### src/rtl/mouse_master_sm.sv
// mouse_master_sm
//   PS/2 mouse bring-up and packet sequencer. After reset it waits a settle
//   delay, sends 0xFF (reset) and expects 0xFA, 0xAA, 0x00, then sends 0xF4
//   (enable streaming) and expects 0xFA. It then assembles 3-byte movement
//   packets and pulses SEND_INTERRUPT once per packet. A protocol error
//   restarts the whole bring-up.
//
//   Optional: define MOUSE_TIMEOUT_EN to add a response watchdog
//   (TIMEOUT_CYCLES) on the wait states.
//
// Ports
//   CLK             system clock
//   RESET           synchronous active-low reset
//   SEND_BYTE       one-cycle transmit request
//   BYTE_TO_SEND    command byte, held until the next command
//   BYTE_SENT       transmitter done pulse
//   READ_ENABLE     receiver enable
//   BYTE_READ       received byte
//   BYTE_ERROR_CODE receiver error, 0 = good
//   BYTE_READY      received byte valid pulse
//   MOUSE_STATUS/DX/DY  last complete packet
//   SEND_INTERRUPT  one-cycle new-packet pulse
//   INIT_DONE       high while streaming
//   MASTER_STATE    current state code (debug)
module mouse_master_sm #(
  parameter int STARTUP_CYCLES = 5_000_000,
  parameter int TIMEOUT_CYCLES = 100_000_000
) (
  input  logic       CLK,
  input  logic       RESET,
  output logic       SEND_BYTE,
  output logic [7:0] BYTE_TO_SEND,
  input  logic       BYTE_SENT,
  output logic       READ_ENABLE,
  input  logic [7:0] BYTE_READ,
  input  logic [1:0] BYTE_ERROR_CODE,
  input  logic       BYTE_READY,
  output logic [7:0] MOUSE_STATUS,
  output logic [7:0] MOUSE_DX,
  output logic [7:0] MOUSE_DY,
  output logic       SEND_INTERRUPT,
  output logic       INIT_DONE,
  output logic [3:0] MASTER_STATE
);

  typedef enum logic [3:0] {
    ST_STARTUP       = 4'd0,
    ST_TX_RESET      = 4'd1,
    ST_WAIT_TX_RESET = 4'd2,
    ST_WAIT_ACK1     = 4'd3,
    ST_WAIT_SELFTEST = 4'd4,
    ST_WAIT_ID       = 4'd5,
    ST_TX_ENABLE     = 4'd6,
    ST_WAIT_TX_EN    = 4'd7,
    ST_WAIT_ACK2     = 4'd8,
    ST_PKT_B1        = 4'd9,
    ST_PKT_B2        = 4'd10,
    ST_PKT_B3        = 4'd11,
    ST_EMIT          = 4'd12
  } state_e;

  // One shared counter serves both the settle delay and the watchdog; it is
  // cleared on every state change so each use starts from zero.
  localparam int MAXC = (STARTUP_CYCLES > TIMEOUT_CYCLES) ? STARTUP_CYCLES : TIMEOUT_CYCLES;
  localparam int CW   = $clog2(MAXC + 1);
  localparam logic [CW-1:0] START_LAST = CW'(STARTUP_CYCLES - 1);
`ifdef MOUSE_TIMEOUT_EN
  localparam logic [CW-1:0] TO_LAST = CW'(TIMEOUT_CYCLES - 1);
`endif

  state_e        state_q, state_d;
  logic [CW-1:0] cnt_q, cnt_d;
  logic [7:0]    tx_byte_q, tx_byte_d;
  logic [7:0]    hold_st_q, hold_st_d;
  logic [7:0]    hold_dx_q, hold_dx_d;
  logic [7:0]    hold_dy_q, hold_dy_d;
  logic [7:0]    status_q, dx_q, dy_q;
  logic          send_q, send_d;
  logic          rd_en_q, rd_en_d;
  logic          init_q, init_d;
  logic          irq_q, irq_d;
  logic          cnt_en;
  logic          byte_ok;
  logic          timeout;

  assign byte_ok = BYTE_READY && (BYTE_ERROR_CODE == 2'd0);

  // Counter runs in STARTUP and, with the watchdog, in the wait states.
  always_comb begin
    cnt_en  = (state_q == ST_STARTUP);
    timeout = 1'b0;
`ifdef MOUSE_TIMEOUT_EN
    if (state_q inside {ST_WAIT_TX_RESET, ST_WAIT_ACK1, ST_WAIT_SELFTEST,
                        ST_WAIT_ID, ST_WAIT_TX_EN, ST_WAIT_ACK2}) begin
      cnt_en  = 1'b1;
      timeout = (cnt_q == TO_LAST);
    end
`endif
  end

  always_comb begin
    state_d   = state_q;
    tx_byte_d = tx_byte_q;
    hold_st_d = hold_st_q;
    hold_dx_d = hold_dx_q;
    hold_dy_d = hold_dy_q;
    case (state_q)
      ST_STARTUP: begin
        if (cnt_q == START_LAST) begin
          state_d   = ST_TX_RESET;
          tx_byte_d = 8'hFF;
        end
      end
      ST_TX_RESET:      state_d = ST_WAIT_TX_RESET;
      ST_WAIT_TX_RESET: if (BYTE_SENT) state_d = ST_WAIT_ACK1;
      ST_WAIT_ACK1: if (BYTE_READY)
        state_d = (byte_ok && BYTE_READ == 8'hFA) ? ST_WAIT_SELFTEST : ST_STARTUP;
      ST_WAIT_SELFTEST: if (BYTE_READY)
        state_d = (byte_ok && BYTE_READ == 8'hAA) ? ST_WAIT_ID : ST_STARTUP;
      ST_WAIT_ID: begin
        if (BYTE_READY) begin
          if (byte_ok && BYTE_READ == 8'h00) begin
            state_d   = ST_TX_ENABLE;
            tx_byte_d = 8'hF4;
          end else begin
            state_d = ST_STARTUP;
          end
        end
      end
      ST_TX_ENABLE:  state_d = ST_WAIT_TX_EN;
      ST_WAIT_TX_EN: if (BYTE_SENT) state_d = ST_WAIT_ACK2;
      ST_WAIT_ACK2: if (BYTE_READY)
        state_d = (byte_ok && BYTE_READ == 8'hFA) ? ST_PKT_B1 : ST_STARTUP;
      // Bit 3 of the status byte is always set; use it to resync on byte 1.
      ST_PKT_B1: begin
        if (byte_ok && BYTE_READ[3]) begin
          hold_st_d = BYTE_READ;
          state_d   = ST_PKT_B2;
        end
      end
      ST_PKT_B2: begin
        if (BYTE_READY) begin
          if (byte_ok) begin
            hold_dx_d = BYTE_READ;
            state_d   = ST_PKT_B3;
          end else begin
            state_d = ST_PKT_B1;
          end
        end
      end
      ST_PKT_B3: begin
        if (BYTE_READY) begin
          if (byte_ok) begin
            hold_dy_d = BYTE_READ;
            state_d   = ST_EMIT;
          end else begin
            state_d = ST_PKT_B1;
          end
        end
      end
      ST_EMIT: state_d = ST_PKT_B1;
      default: state_d = ST_STARTUP;
    endcase
    // A byte or BYTE_SENT arriving with the timeout wins over the timeout.
    if (timeout && state_d == state_q) state_d = ST_STARTUP;
  end

  always_comb begin
    cnt_d   = (cnt_en && state_d == state_q) ? cnt_q + 1'b1 : '0;
    send_d  = (state_d == ST_TX_RESET) || (state_d == ST_TX_ENABLE);
    rd_en_d = (state_d inside {ST_WAIT_ACK1, ST_WAIT_SELFTEST, ST_WAIT_ID,
                               ST_WAIT_ACK2, ST_PKT_B1, ST_PKT_B2, ST_PKT_B3, ST_EMIT});
    init_d  = (state_d inside {ST_PKT_B1, ST_PKT_B2, ST_PKT_B3, ST_EMIT});
    irq_d   = (state_d == ST_EMIT);
  end

  always_ff @(posedge CLK) begin
    if (!RESET) begin
      state_q   <= ST_STARTUP;
      cnt_q     <= '0;
      tx_byte_q <= 8'h00;
      hold_st_q <= 8'h00;
      hold_dx_q <= 8'h00;
      hold_dy_q <= 8'h00;
      status_q  <= 8'h00;
      dx_q      <= 8'h00;
      dy_q      <= 8'h00;
      send_q    <= 1'b0;
      rd_en_q   <= 1'b0;
      init_q    <= 1'b0;
      irq_q     <= 1'b0;
    end else begin
      state_q   <= state_d;
      cnt_q     <= cnt_d;
      tx_byte_q <= tx_byte_d;
      hold_st_q <= hold_st_d;
      hold_dx_q <= hold_dx_d;
      hold_dy_q <= hold_dy_d;
      send_q    <= send_d;
      rd_en_q   <= rd_en_d;
      init_q    <= init_d;
      irq_q     <= irq_d;
      // Load from the _d holding values so byte 3 lands together with EMIT.
      if (state_d == ST_EMIT) begin
        status_q <= hold_st_d;
        dx_q     <= hold_dx_d;
        dy_q     <= hold_dy_d;
      end
    end
  end

  assign SEND_BYTE      = send_q;
  assign BYTE_TO_SEND   = tx_byte_q;
  assign READ_ENABLE    = rd_en_q;
  assign MOUSE_STATUS   = status_q;
  assign MOUSE_DX       = dx_q;
  assign MOUSE_DY       = dy_q;
  assign SEND_INTERRUPT = irq_q;
  assign INIT_DONE      = init_q;
  assign MASTER_STATE   = state_q;

endmodule

### config.mk
export PLATFORM = sky130hd
export DESIGN_NAME = mouse_master_sm
export DESIGN_NICKNAME = d
export VERILOG_FILES = /design/src/rtl/mouse_master_sm.sv
export SDC_FILE = /design/constraint.sdc
export NUM_CORES = 1
export LEC_CHECK = 0
export ABC_AREA = 0
export BUFFER_PORTS_ARGS = -buffer_cell sky130_fd_sc_hd__buf_2
export CAP_MARGIN = 10
export CORE_ASPECT_RATIO = 0.7
export CORE_MARGIN = 3
export CORE_UTILIZATION = 35
export CTS_BUF_LIST = sky130_fd_sc_hd__clkbuf_4 sky130_fd_sc_hd__clkbuf_8
export CTS_CLUSTER_DIAMETER = 80
export CTS_CLUSTER_SIZE = 24
export DETAILED_ROUTE_END_ITERATION = 6
export PLACE_DENSITY = 0.62
export RECOVER_POWER = 100
export SYNTH_ARGS = -nofsm -noshare
export SYNTH_HDL_FRONTEND = slang
export SYNTH_SLANG_ARGS = --single-unit
### constraint.sdc
create_clock -name CLK -period 4.1 [get_ports CLK]
set_input_delay 0.205 -clock CLK [delete_from_list [all_inputs] [get_ports CLK]]
set_output_delay 0.205 -clock CLK [all_outputs]
set_load 0.02 [all_outputs]
# Word-level counts from Yosys, hierarchy flattened
# Cells that the tools add are included.
[classes]
add_sub_neg = 1
mul = 0
n_div = 0
order_cmp = 0
eq_ne = 29
n_shift = 0
n_mux = 29
bitwise = 0
n_reduce_logical = 15
[op_table]
columns = ["op", "n"]
rows = [
  ["two-way mux 8 bit", 11],
  ["one-hot mux 4 bit (13 select lines)", 1],
  ["two-way mux 4 bit", 11],
  ["== test 4 bit, second input constant", 10],
  ["== test 4 x 3 -> 1 bit, second input constant", 7],
  ["adder 27 x 1 -> 27 bit, second input constant", 1],
  ["== test 27 x 23 -> 1 bit, second input constant", 1],
  ["== test 8 bit, second input constant", 2],
  ["one-hot mux 8 bit (2 select lines)", 1],
  ["== test 4 x 2 -> 1 bit, second input constant", 3],
  ["two-way mux 3 bit", 4],
  ["== test 4 x 1 -> 1 bit, second input constant", 2],
  ["zero test 8 bit", 1],
  ["nonzero test 8 bit", 1],
  ["logical AND 1 bit", 6],
  ["== test 4 bit", 1],
  ["zero test 4 bit", 1],
  ["!= test 2 bit, second input constant", 2],
  ["AND reduction 4 bit", 1],
  ["nonzero test 4 bit", 1],
  ["zero test 2 bit", 1],
  ["two-way mux 2 bit", 1],
  ["!= test 2 x 1 -> 1 bit, second input constant", 1],
  ["AND reduction 2 bit", 1],
  ["2 further kinds", 2],
]
[totals]
ff_bits = 91
latchBits = 0
ramBits = 0
romBits = 0
out_inout_bits = 40
memories = 0

# Logic depth before layout (Yosys ltp)
[depth]
ltp_word = 9
mapped_depth = 8

# Worst setup path before layout
# Ideal clock, no wire load.
[synth_timing]
path_type = "reg2reg"
from = "reg state_q[0], in the netlist MASTER_STATE[0]"
to = "reg init_q, in the netlist INIT_DONE"
arrival_time_ns = 1.827
t_required_ns = 3.978
setup_slack_ns = 2.151
path_stages_with_launch = 6
n_path_buf = 1
period_less_slack_ns = 1.949
cell_sequence = "dfxtp_1 buf_2 and4b_1 a211oi_1 or3b_1 o311a_1"
[synth_between]
elab_chain_len = 4
elab_cells_between_ends = 29
cone_classes = "16 x eq/ne; 11 x mux; 2 x reduce/logical"
[synth_lines]
columns = ["item", "line", "source"]
rows = [
  ["from (decl)", "71", "state_e state_q, state_d;"],
  ["from (signal assigned)", "193", "state_q <= state_d;"],
  ["== test 4 bit, or another cell as far along", "107", "case (state_q)"],
  ["one-hot mux 4 bit (13 select lines) *", "107", ""],
  ["== test 4 bit", "173", "init_d = (state_d inside {ST_PKT_B1, ST_PKT_B2, ST_PKT_B3, ST_EMIT});"],
  ["nonzero test 4 bit *", "173", ""],
  ["to (signal assigned)", "201", "init_q <= init_d;"],
  ["to (decl)", "80", "logic init_q, init_d;"],
]
# Every way passes the cells marked *; elsewhere a longest branch is shown, timed or not.
# A chain may end at the register's enable or synchronous reset.

# Worst setup path after layout
[layout_timing]
from = "reg cnt_q[0]"
to = "reg cnt_q[24]"
[layout_between]
elab_chain_len = 6
elab_cells_between_ends = 7
cone_classes = "1 x add/sub; 2 x eq/ne; 2 x mux; 2 x reduce/logical"
[layout_lines]
columns = ["item", "line", "source"]
rows = [
  ["from (decl)", "72", "logic [CW-1:0] cnt_q, cnt_d;"],
  ["from (signal assigned)", "194", "cnt_q <= cnt_d;"],
  ["== test 27 x 23 -> 1 bit", "109", "if (cnt_q == START_LAST) begin"],
  ["two-way mux 4 bit", "109", ""],
  ["one-hot mux 4 bit (13 select lines)", "107", ""],
  ["== test 4 bit", "169", "cnt_d = (cnt_en && state_d == state_q) ? cnt_q + 1'b1 : '0;"],
  ["logical AND 1 bit", "169", ""],
  ["AND reduction 2 bit (no source line)", "--", ""],
]
# Parallel ways exist; a longest one is shown, timed or not.

==> insert_results.sql <==
INSERT INTO impl_metrics (metric_group, metric, value, unit) VALUES
('final_layout', 'mostFrequentLayoutCells', 'sky130_fd_sc_hd__dfxtp_1, sky130_fd_sc_hd__nor2_1, sky130_fd_sc_hd__nand2_1', ''),
('timing', 'max-slew-margin-rel', '23.28', '%'),
('final_layout', 'nNetsFinal', '442', ''),
('final_layout', 'layout.filler_cells', '933', ''),
('placement', 'port_buffers', '53', ''),
('logic_synthesis', 'yosys.area.top_type', 'sky130_fd_sc_hd__dfxtp_1', ''),
('clock_tree', 'sinks_on_the_clock_net', '77', ''),
('placement', 'detailed_place_hpwl', '5429', 'um'),
('global_routing', 'grt_overflow_total', '0', ''),
('logic_synthesis', 'async_reset_ff_share', '0', '%'),
('global_routing', 'largest_net_degree_at_the_start_of_global_routing', '48', ''),
('global_routing', 'vias_in_the_first_global_route', '2483', ''),
('setup_path', 'crit_path_end_kind', 'flop', ''),
('placement', 'preCtsSetupSlack', '1.665', 'ns'),
('timing', 'finalSetupViolCount', '0', ''),
('timing', 'setup_total_negative_slack', '0', 'ns'),
('logic_synthesis', 'mappedNetlistNets', '404', ''),
('die', 'ios', '54', ''),
('logic_synthesis', 'synth.area.top_cells', 'sky130_fd_sc_hd__dfxtp_1, sky130_fd_sc_hd__nor2_1, sky130_fd_sc_hd__nand2_1', ''),
('clock_tree', 'clkLatencyLatePin', '0.34', 'ns'),
('outcome', 'run_status', 'completed', ''),
('detailed_routing', 'post-route-drc-count', '0', ''),
('final_layout', 'flow.area_growth_from_synthesis', '13.30', '%'),
('hold_path', 'hold_path_class', 'primary input to flop', ''),
('logic_synthesis', 'ys.flop_type', 'sky130_fd_sc_hd__dfxtp_1', ''),
('logic_synthesis', 'synthDistinctLibCells', '52', ''),
('logic_synthesis', 'synth-edff-count', '0', ''),
('final_layout', 'most_frequent_standard_cell_in_the_layout_excluding_fill_and_tap_cells', 'sky130_fd_sc_hd__dfxtp_1', ''),
('setup_path', 'cp_slowest_stage_delay', '0.75', 'ns'),
('logic_synthesis', 'sequential_fraction_of_the_synthesis_area', '46.16', '%'),
('global_routing', 'first_pass_grt_wire_length', '12510', 'um'),
('timing', 'layout_worst_path_cycle_share', '68.69', '%'),
('detailed_routing', 'via_per_instance_ratio', '5.049', ''),
('die', 'die_height', '87.73', 'um'),
('setup_path', 'ff2ff_path_depth', '7', ''),
('timing', 'finalHoldViolations', '0', ''),
('clock_tree', 'cts_repair_resize_count', '0', ''),
('die', 'initial_core_utilization', '36.38', '%'),
('die', 'rows', '29', ''),
('die', 'total_die_area', '0.01077', 'sq mm'),
('power', 'power_per_cell_area', '385.6', 'mW/mm^2'),
('detailed_routing', 'detail-route-antenna-nets', '0', ''),
('setup_path', 'timing.critical_path.cells', 'ha_1 -> nand2_1 -> or2_2 -> nor4_1 -> nor2_1 -> nand3_1 -> nor2_1', ''),
('power', 'p_leak', '1.380', 'nW'),
('logic_synthesis', 'post_synth_instance_area', '0.003339', 'sq mm'),
('setup_path', 'cp_data_required_time', '4.28', 'ns'),
('final_layout', 'postLayoutCoreUtil', '41.22', '%'),
('clock_tree', 'cts.root.buffer_cell', 'sky130_fd_sc_hd__clkbuf_8', ''),
('timing', 'rsz0062_at_grt', 'false', ''),
('global_routing', 'grt_antenna_before_repair', '0', ''),
('timing', 'final_max_slew_viol_count', '0', ''),
('clock_tree', 'cts_max_level', '3', ''),
('die', 'design.core.area', '0.009180', 'sq mm'),
('final_layout', 'layout-drive-gt1-share', '8.372', '%'),
('logic_synthesis', 'synth_seq_cells', '77', ''),
('clock_tree', 'cts_hold_repair.buffers', '0', ''),
('detailed_routing', 'first_iter_violations', '201', ''),
('clock_tree', 'cts_tree', 'done', ''),
('clock_tree', 'clock_path_buffers', '2', ''),
('placement', 'place_congestion', '0.8677', ''),
('final_layout', 'finalInstanceArea', '0.003784', 'sq mm'),
('timing', 'fmax', '355.1', 'MHz'),
('detailed_routing', 'vias', '2797', ''),
('logic_synthesis', 'syn_avg_cell_area', '8.585', 'sq um'),
('power', 'total_power', '1.459', 'mW'),
('placement', 'dp.cells', '540', ''),
('flow_run', 'max-cap-violations', '0', ''),
('timing', 'tightest_slew', '1.151', 'ns'),
('global_routing', 'global_route.usage.total', '14.90', '%'),
('setup_path', 'worst-path-max-fanout', '27', ''),
('timing', 'fin_worst_hold_slack', '0.1362', 'ns');
[where the power goes]
part	leakage, nW	internal [mW]	switching (mW)
registers	0.620	0.750	0.00240
clock network	0.116	0.406	0.262
logic	0.644	0.0109	0.0277
total	1.38	1.17	0.293
[cell usage after synthesis (2+ instances only)]
library cell,count
sky130_fd_sc_hd__nand2_1,49
sky130_fd_sc_hd__nand2b_1,5
sky130_fd_sc_hd__inv_1,3
sky130_fd_sc_hd__nand3_1,16
sky130_fd_sc_hd__and2_1,3
sky130_fd_sc_hd__xnor2_1,8
sky130_fd_sc_hd__xor2_1,17
sky130_fd_sc_hd__or3_1,2
sky130_fd_sc_hd__a21oi_1,21
sky130_fd_sc_hd__nand4_1,6
sky130_fd_sc_hd__clkbuf_1,10
sky130_fd_sc_hd__nor4_1,5
sky130_fd_sc_hd__nor3_1,7
sky130_fd_sc_hd__and3_1,6
sky130_fd_sc_hd__a211oi_1,8
sky130_fd_sc_hd__and4_1,2
sky130_fd_sc_hd__nor4_2,2
sky130_fd_sc_hd__mux2i_1,15
sky130_fd_sc_hd__buf_2,7
sky130_fd_sc_hd__o211ai_1,2
sky130_fd_sc_hd__o21ai_0,5
sky130_fd_sc_hd__nor3b_1,3
sky130_fd_sc_hd__dfxtp_1,77
sky130_fd_sc_hd__nor2_1,67
sky130_fd_sc_hd__or2_2,2
sky130_fd_sc_hd__nor4b_1,3
sky130_fd_sc_hd__buf_4,9
sky130_fd_sc_hd__nor2b_1,5
[sequential cells by signal, indices dropped and copies added (netlist names)]
name / flops
cnt_q: 27
READ_ENABLE: 1
BYTE_TO_SEND: 2
INIT_DONE: 1
MASTER_STATE: 4
MOUSE_DX: 8
MOUSE_STATUS: 8
SEND_BYTE: 1
SEND_INTERRUPT: 1
MOUSE_DY: 8
hold_st_q: 8
hold_dx_q: 8
[cells by family after synthesis]
| group | synth area share, % |
|---|---|
| buf+inv | 4.646 |
| flops | 46.16 |
| fa+ha+maj | 0.3746 |
| compound gates | 9.554 |
| simple gates | 27.88 |
| mux | 4.833 |
| xor+xnor | 6.557 |
[per-layer routing]
metal | share of wire [%] | up-vias | GRT usage [%]
met1 | 52 | 1298 | 22.67
li1 | - | 1399 | -
met2 | 40 | 92 | 19.63
met4 | 1.1 | 0 | 4.268
met3 | 6.8 | 8 | 4.971
met5 | 0 | - | 0
[path summary, 6_finish.rpt]
kind | from | endpoint | slack [ns]
hold / removal | BYTE_READ[1] | MOUSE_DY[1] | 0.14
setup reg to reg | cnt_q[0] | cnt_q[24] | 1.28
hold reg to reg | hold_dx_q[3] | MOUSE_DX[3] | 0.45
setup / recovery | cnt_q[0] | cnt_q[24] | 1.28
[final cells by class]
type / count / area, sq um / share of cell area [%]
clock buffer: 10 / 131.4 / 3.472
tap: 124 / 155.1 / 4.101
multi-input combinational: 282 / 1627 / 42.99
timing repair buffer: 53 / 215.2 / 5.688
inverter: 4 / 15.01 / 0.3968
clock inverter: 4 / 98.84 / 2.612
sequential: 77 / 1541 / 40.74
[critical path: cells and delay by family (launching register included)]
family | cells | cell delay (ns)
simple gates | 6 | 2.03
flops | 1 | 0.38
fa+ha+maj | 1 | 0.24
Power figures use the tool's default switching activity.
